[config.mk]
export PLATFORM = sky130hd
export DESIGN_NAME = sha256_multi
export DESIGN_NICKNAME = d
export VERILOG_FILES = /design/src/rtl/sha256_multi.sv
export SDC_FILE = /design/constraint.sdc
export NUM_CORES = 2
export LEC_CHECK = 0
export CORE_MARGIN = 4
export CORE_UTILIZATION = 65
export DETAILED_ROUTE_END_ITERATION = 10
export DONT_BUFFER_PORTS = 1
export GPL_ROUTABILITY_DRIVEN = 0
export PLACE_DENSITY_LB_ADDON = 0.3
export SLEW_MARGIN = 20
export SYNTH_ARGS = -nofsm -noshare
export SYNTH_HDL_FRONTEND = slang
export SYNTH_SLANG_ARGS = --single-unit
[constraint.sdc]
create_clock -name clk -period 73.5 [get_ports clk]
set_input_delay 22.05 -clock clk [delete_from_list [all_inputs] [get_ports clk]]
set_output_delay 22.05 -clock clk [all_outputs]
set_load 0.05 [all_outputs]
[src/rtl/sha256_multi.sv]
// Multi-block SHA-256 compression engine: chains the intermediate hash across
// pre-padded 512-bit blocks, running ROUNDS_PER_CYCLE rounds per clock.
module sha256_multi #(
    parameter int ROUNDS_PER_CYCLE = 1
) (
    input  logic         clk,
    input  logic         rst,
    input  logic         in_valid,
    output logic         in_ready,
    input  logic         in_first,
    input  logic         in_last,
    input  logic [511:0] M_in,
    output logic [255:0] H_out,
    output logic         out_valid,
    output logic         busy
);
    localparam int R = ROUNDS_PER_CYCLE;

    if (R != 1 && R != 2 && R != 4 && R != 8 && R != 16) begin : g_bad_rounds
        $error("sha256_multi: ROUNDS_PER_CYCLE must be 1, 2, 4, 8 or 16");
    end

    localparam logic [1:0] S_IDLE  = 2'd0;
    localparam logic [1:0] S_RUN   = 2'd1;
    localparam logic [1:0] S_FINAL = 2'd2;

    localparam logic [0:7][31:0] IV = {
        32'h6a09e667, 32'hbb67ae85, 32'h3c6ef372, 32'ha54ff53a,
        32'h510e527f, 32'h9b05688c, 32'h1f83d9ab, 32'h5be0cd19
    };

    localparam logic [0:63][31:0] K = {
        32'h428a2f98, 32'h71374491, 32'hb5c0fbcf, 32'he9b5dba5, 32'h3956c25b, 32'h59f111f1, 32'h923f82a4, 32'hab1c5ed5,
        32'hd807aa98, 32'h12835b01, 32'h243185be, 32'h550c7dc3, 32'h72be5d74, 32'h80deb1fe, 32'h9bdc06a7, 32'hc19bf174,
        32'he49b69c1, 32'hefbe4786, 32'h0fc19dc6, 32'h240ca1cc, 32'h2de92c6f, 32'h4a7484aa, 32'h5cb0a9dc, 32'h76f988da,
        32'h983e5152, 32'ha831c66d, 32'hb00327c8, 32'hbf597fc7, 32'hc6e00bf3, 32'hd5a79147, 32'h06ca6351, 32'h14292967,
        32'h27b70a85, 32'h2e1b2138, 32'h4d2c6dfc, 32'h53380d13, 32'h650a7354, 32'h766a0abb, 32'h81c2c92e, 32'h92722c85,
        32'ha2bfe8a1, 32'ha81a664b, 32'hc24b8b70, 32'hc76c51a3, 32'hd192e819, 32'hd6990624, 32'hf40e3585, 32'h106aa070,
        32'h19a4c116, 32'h1e376c08, 32'h2748774c, 32'h34b0bcb5, 32'h391c0cb3, 32'h4ed8aa4a, 32'h5b9cca4f, 32'h682e6ff3,
        32'h748f82ee, 32'h78a5636f, 32'h84c87814, 32'h8cc70208, 32'h90befffa, 32'ha4506ceb, 32'hbef9a3f7, 32'hc67178f2
    };

    function automatic logic [31:0] rotr(input logic [31:0] x, input int n);
        return (x >> n) | (x << (32 - n));
    endfunction

    function automatic logic [31:0] bsig0(input logic [31:0] x);
        return rotr(x, 2) ^ rotr(x, 13) ^ rotr(x, 22);
    endfunction

    function automatic logic [31:0] bsig1(input logic [31:0] x);
        return rotr(x, 6) ^ rotr(x, 11) ^ rotr(x, 25);
    endfunction

    function automatic logic [31:0] ssig0(input logic [31:0] x);
        return rotr(x, 7) ^ rotr(x, 18) ^ (x >> 3);
    endfunction

    function automatic logic [31:0] ssig1(input logic [31:0] x);
        return rotr(x, 17) ^ rotr(x, 19) ^ (x >> 10);
    endfunction

    logic [1:0]        r_state;
    logic [6:0]        r_round_cnt;
    logic [0:15][31:0] r_w;
    logic [0:7][31:0]  r_v;
    logic [0:7][31:0]  r_hc;
    logic              r_first;
    logic              r_last;
    logic [255:0]      r_h_out;
    logic              r_out_valid;

    logic [31:0]       w_ext [0:15+R];
    logic [0:15][31:0] w_w_next;
    logic [0:7][31:0]  w_v_next;
    logic [0:7][31:0]  w_hc_used;
    logic [0:7][31:0]  w_hc_new;
    logic [31:0]       w_t1;
    logic [31:0]       w_t2;
    logic [5:0]        w_kidx;

    // NOTE: blocking assignments here are deliberate: each unrolled round reads
    // the value the previous round just produced within the same cycle.
    always_comb begin
        w_t1     = '0;
        w_t2     = '0;
        w_kidx   = '0;
        w_v_next = r_v;
        for (int i = 0; i < 16; i++) w_ext[i] = r_w[i];
        for (int j = 0; j < R; j++)
            w_ext[16+j] = ssig1(w_ext[14+j]) + w_ext[9+j] + ssig0(w_ext[1+j]) + w_ext[j];
        for (int i = 0; i < 16; i++) w_w_next[i] = w_ext[R+i];
        for (int k = 0; k < R; k++) begin
            w_kidx   = r_round_cnt[5:0] + 6'(k);
            w_t1     = w_v_next[7] + bsig1(w_v_next[4])
                     + ((w_v_next[4] & w_v_next[5]) ^ (~w_v_next[4] & w_v_next[6]))
                     + K[w_kidx] + w_ext[k];
            w_t2     = bsig0(w_v_next[0])
                     + ((w_v_next[0] & w_v_next[1]) ^ (w_v_next[0] & w_v_next[2]) ^ (w_v_next[1] & w_v_next[2]));
            w_v_next = {w_t1 + w_t2, w_v_next[0], w_v_next[1], w_v_next[2],
                        w_v_next[3] + w_t1, w_v_next[4], w_v_next[5], w_v_next[6]};
        end
    end

    always_comb begin
        w_hc_used = r_first ? IV : r_hc;
        for (int i = 0; i < 8; i++) w_hc_new[i] = w_hc_used[i] + r_v[i];
    end

    // NOTE: the chain register resets to the IV rather than zero, so a first
    // block sent after reset without in_first still hashes from the IV.
    always_ff @(posedge clk or posedge rst) begin
        if (rst) begin
            r_state     <= S_IDLE;
            r_round_cnt <= '0;
            r_w         <= '0;
            r_v         <= '0;
            r_hc        <= IV;
            r_first     <= 1'b0;
            r_last      <= 1'b0;
            r_h_out     <= '0;
            r_out_valid <= 1'b0;
        end else begin
            r_out_valid <= 1'b0;
            case (r_state)
                S_IDLE: begin
                    if (in_valid) begin
                        r_w         <= M_in;
                        r_first     <= in_first;
                        r_last      <= in_last;
                        r_v         <= in_first ? IV : r_hc;
                        r_round_cnt <= '0;
                        r_state     <= S_RUN;
                    end
                end
                S_RUN: begin
                    r_v         <= w_v_next;
                    r_w         <= w_w_next;
                    r_round_cnt <= r_round_cnt + 7'(R);
                    if (r_round_cnt == 7'(64 - R)) r_state <= S_FINAL;
                end
                S_FINAL: begin
                    r_hc <= w_hc_new;
                    if (r_last) begin
                        r_h_out     <= w_hc_new;
                        r_out_valid <= 1'b1;
                    end
                    r_state <= S_IDLE;
                end
                default: r_state <= S_IDLE;
            endcase
        end
    end

    assign in_ready  = (r_state == S_IDLE);
    assign busy      = (r_state != S_IDLE);
    assign out_valid = r_out_valid;
    assign H_out     = r_h_out;

endmodule

# Word level (Yosys, flattened, before mapping)
# Memories as Yosys holds them, arrays and structs flattened.
# Cells that the tools add are included.
# totals
register_bits	1292
rom_bits	2048
output_inout_bits	259
wordCells	114
memories	1
# memory_table
memory	words	width	rd	rd_ports_with_merged_regs	write_ports	line	source
(name not given)	64	32	1	0	0	97	+ K[w_kidx] + w_ext[k];
# classes
addsub	19
magnitude_cmp	1
eq_ne	5
mux	15
bitwise	28
reduce_logical	7
# op_table
op	n
$pmux W512 S2	1
$mux W256	3
$add A32 B32 Y32	18
$mux W512	1
$pmux W256 S2	1
$xor A32 B32 Y32	9
$and A32 B32 Y32	5
$mux W32	2
$not A32 Y32	1
$or A10 B32 Y32	1
$or A13 B32 Y32	1
$or A14 B32 Y32	1
$or A15 B32 Y32	1
$or A19 B32 Y32	1
$or A21 B32 Y32	1
$or A25 B32 Y32	1
$or A26 B32 Y32	1
$or A30 B32 Y32	1
$or A7 B32 Y32	1
$xor A32 B22 Y32	1
$xor A32 B29 Y32	1
$pmux W7 S2	1
$reduce_and A2 Y1	4
$add A7 B1 Y7 const B	1
12 further kinds	16

# Depth between registers and ports, before layout
# logic_depth
depth_word	9
mapped_depth	38
mapped_depth_nobuf	35

# Worst setup path before layout
# Ideal clock, no wire load.
# synth_timing
path_kind	register to output
start	register r_state[0]
end	output busy
t_arrival_ns	1.809
required_time_ns	51.450
path_slack_ns	49.641
stages_incl_launch_ff	4
path_cell_list	dfrtp_1 > clkbuf_1 > nor2_1 > inv_1
# synth_via
elab_chain_len	1
# synth_lines
element	line	source
start, declared	63	logic [1:0] r_state;
start signal, assigned	114	r_state <= S_IDLE;
start signal, assigned	133	r_state <= S_RUN;
start signal, assigned	140	if (r_round_cnt == 7'(64 - R)) r_state <= S_FINAL;
$reduce_bool A2 Y1	156	assign busy = (r_state != S_IDLE);
end, declared	15	output logic busy
# No other way between the ends.

==> reports/metrics.cfg <==
[status]
run_status=complete, but fails checks
violations=DRC

[route]
drc_errors=3
ant_nets=0
drt_first_pass_iters=11
avgViaCountPerCell=6.69
vias=76961
route.final.wire_length_mm=305
drt_iter0_drc=11719
routedWlPerCell_um=26.5

[sta]
fin_skew_ns=0.0361
setup_viol=0
grt_setup_unrepaired=false
post-route-min-period_ns=25.27
finalMaxSlewViolations=0
hold_violations=0
finalSetupTns_ns=0
fmax_mhz=39.6
slew_headroom_pct=14.9
fin_crit_sh_pct=34.4
worst_slew_pin_slew_ns=1.26

[clock_network]
clkSinkCount=1292
numCtsBuffers=139
tritoncts=done
cts_root_buf=clkbuf_16
insertion_delay_ns=0.83
cts_resized=0
htreeDepth=4
cts_hold_buf=0
cts_setup_buffers=0
clockBufferDepth=3
path_clk_slew_ns=0.06

[global_route]
grtUsageMet3_pct=16.3
grt_max_degree=290
gr-usage-all-layers_pct=43.9
overflow=0
antenna_found_initial=95
use_met1_pct=54.9
grt_pass1_vias=72002
grt_util_met2_pct=61.7
grt.busiest_layer=met2
grt_pass1_wl_mm=451

[finish]
nets=10688
seq_area_um2=32500
area_growth_pct=6.13
utilization_pct=69.7
n_fill_cell=9814
design_area_um2=89200
multi_input_area_um2=47200
layout-drive-gt1-share_pct=6.68

[hold_path]
hold_path.class=register to register

[logic_synthesis]
synthXorXnorAreaFrac_pct=5.98
synth-compound-area-share_pct=19.3
ys_ff_latch=1292
yosysUniqueCellTypes=95
synth_fa_ha_area_share_pct=10.6
synth_top_family_by_area=compound AO/OA/AOI/OAI gates
netlist_instances=10074
synth_top_cell_by_area=dfrtp_1
synth_area_leaders=dfrtp_1 (34%), nand2_1 (8.6%), ha_1 (5.9%)
synth-edff-count=0
synthFlopType=dfrtp_1
synthSimpleGateAreaFrac_pct=19.2
muxShareOfSynthArea_pct=0.918
syn-cell-area_um2=84000
synth-async-reset-ratio_pct=100
seq_area_frac_synth_pct=38.7
ys_warn_count=0
synth_top_area_share_pct=34.4
synth_fp_nets=11185
avgSynthCellArea_um2=8.34

[floorplanning]
io_pins=776
core_area_um2=128000
floorplan.initialDensity_pct=65.7
die_w_um=368
fp.dieH_um=368
die_area_um2=135000
fp-row-count=131

[setup_path]
endpoint_kind=async pin
cp-start-kind=input pin
worstPathArrival_ns=26.06
worstPathMaxFanout=160
worst-setup-path-type=input pin to async pin
critPathRequiredTime_ns=74.29

[place]
place_area_um2=84300
dp_hpwl_mm=225
numPortBuffers=0

[job]
max_cap_violations=0

## state kept, by name, summed over array words and instances, names as in the netlist
register,flops
r_w,512
r_last,1
r_first,1
out_valid,1
H_out,256
r_round_cnt,7
r_hc,256
r_v,256
r_state,2
## cell usage in the layout (no fill, tap or decap), drive strengths merged, types with 14 or more instances in the layout
master	count
or2	149
ha	399
dfstp	136
clkinv	35
a21boi	14
mux2i	31
nor2b	154
clkbuf	196
nand3	102
fa	195
and2	20
nor2	845
inv	476
or3	42
a211oi	111
o22ai	48
diode	86
xnor2	306
nor3	176
o21a	48
a21oi	513
o311ai	19
a21o	198
nand2	1929
o211ai	53
nand2b	65
xor2	263
a31oi	530
o21ai	780
dfrtp	1156
and3	137
o21bai	55
nor3b	23
buf	70
o31ai	135
nand4	30
a211o	15
mux2	23
## metal layers
metal  part of all wire (%)  up-vias  routed length (µm)
li1                       -    33476                   -
met1                     35    36573              107000
met2                     41     5522              126000
met3                     14     1364               44000
met4                    9.3       26               28300
met5                  0.067        -                 204
## layout make-up
cell class	count	area share [%]
Sequential cell	1292	36.4
Inverter	468	1.98
Multi-Input combinational cell	7606	52.9
Timing Repair Buffer	70	0.755
Clock inverter	58	0.854
Antenna cell	86	0.241
Clock buffer	196	4.40
Tap cell	1729	2.43
## critical path, cell delays in order
cell and delay, ns:
inv_8 0.47, buf_12 0.60, buf_4 0.81, buf_4 0.86
buf_4 0.89
## final timing paths
check / start / end / slack (ns) / depth (start not counted)
worst max-delay path: rst / H_out[197] / 48.23 / 5
worst min-delay path: r_hc[46] / r_hc[46] / 0.47 / 2
worst max register to register: r_round_cnt[1] / r_v[255] / 63.81 / 33
worst min register to register: r_hc[46] / r_hc[46] / 0.47 / 2
max in group clk: r_state[0] / busy / 48.36 / 2
min in group asynchronous: rst / r_hc[42] / 21.25 / 1
## cell usage after synthesis (30+ instances only)
cell      count
o22ai_1      48
or2_2       145
buf_1        42
a21o_1      198
dfstp_2     136
o21bai_1     55
xnor2_1     306
nor3_1      175
a31oi_1     529
o31ai_1     133
nand2_1    1929
nand3_1     102
nor2_1      845
ha_1        399
o21ai_1      53
nand2b_1     65
fa_1        195
o211ai_1     52
and3_1      137
nor2b_1     154
a211oi_1    111
a21oi_1     510
o21a_1       48
mux2i_1      31
clkbuf_1    666
or3_1        42
nand4_1      30
xor2_1      263
dfrtp_1    1156
inv_1       467
o21ai_0     726
## stage by stage
stage                     std cells  setup WS [ns]  hold WS, ns
after floorplan               10074          15.26        0.437
after global placement        11164          47.33        0.451
after detailed placement      11164          47.20        0.460
after CTS                     11418          48.05        0.468
after global routing          11490          47.51        0.482
final                         11505          48.23        0.474
## kinds of logic after synthesis
| group | count (synthesis) |
|---|---|
| DFF | 1292 |
| adders and majority gates | 596 |
| AOI/OAI and AO/OA | 2648 |
| and+or+nand+nor | 3728 |
| buffers and inverters | 1176 |
| muxes | 63 |
| xor gates and xnor gates | 571 |
Power is not shown: default switching activity piles up to over one toggle a cycle in this logic, so the estimate is an artifact.
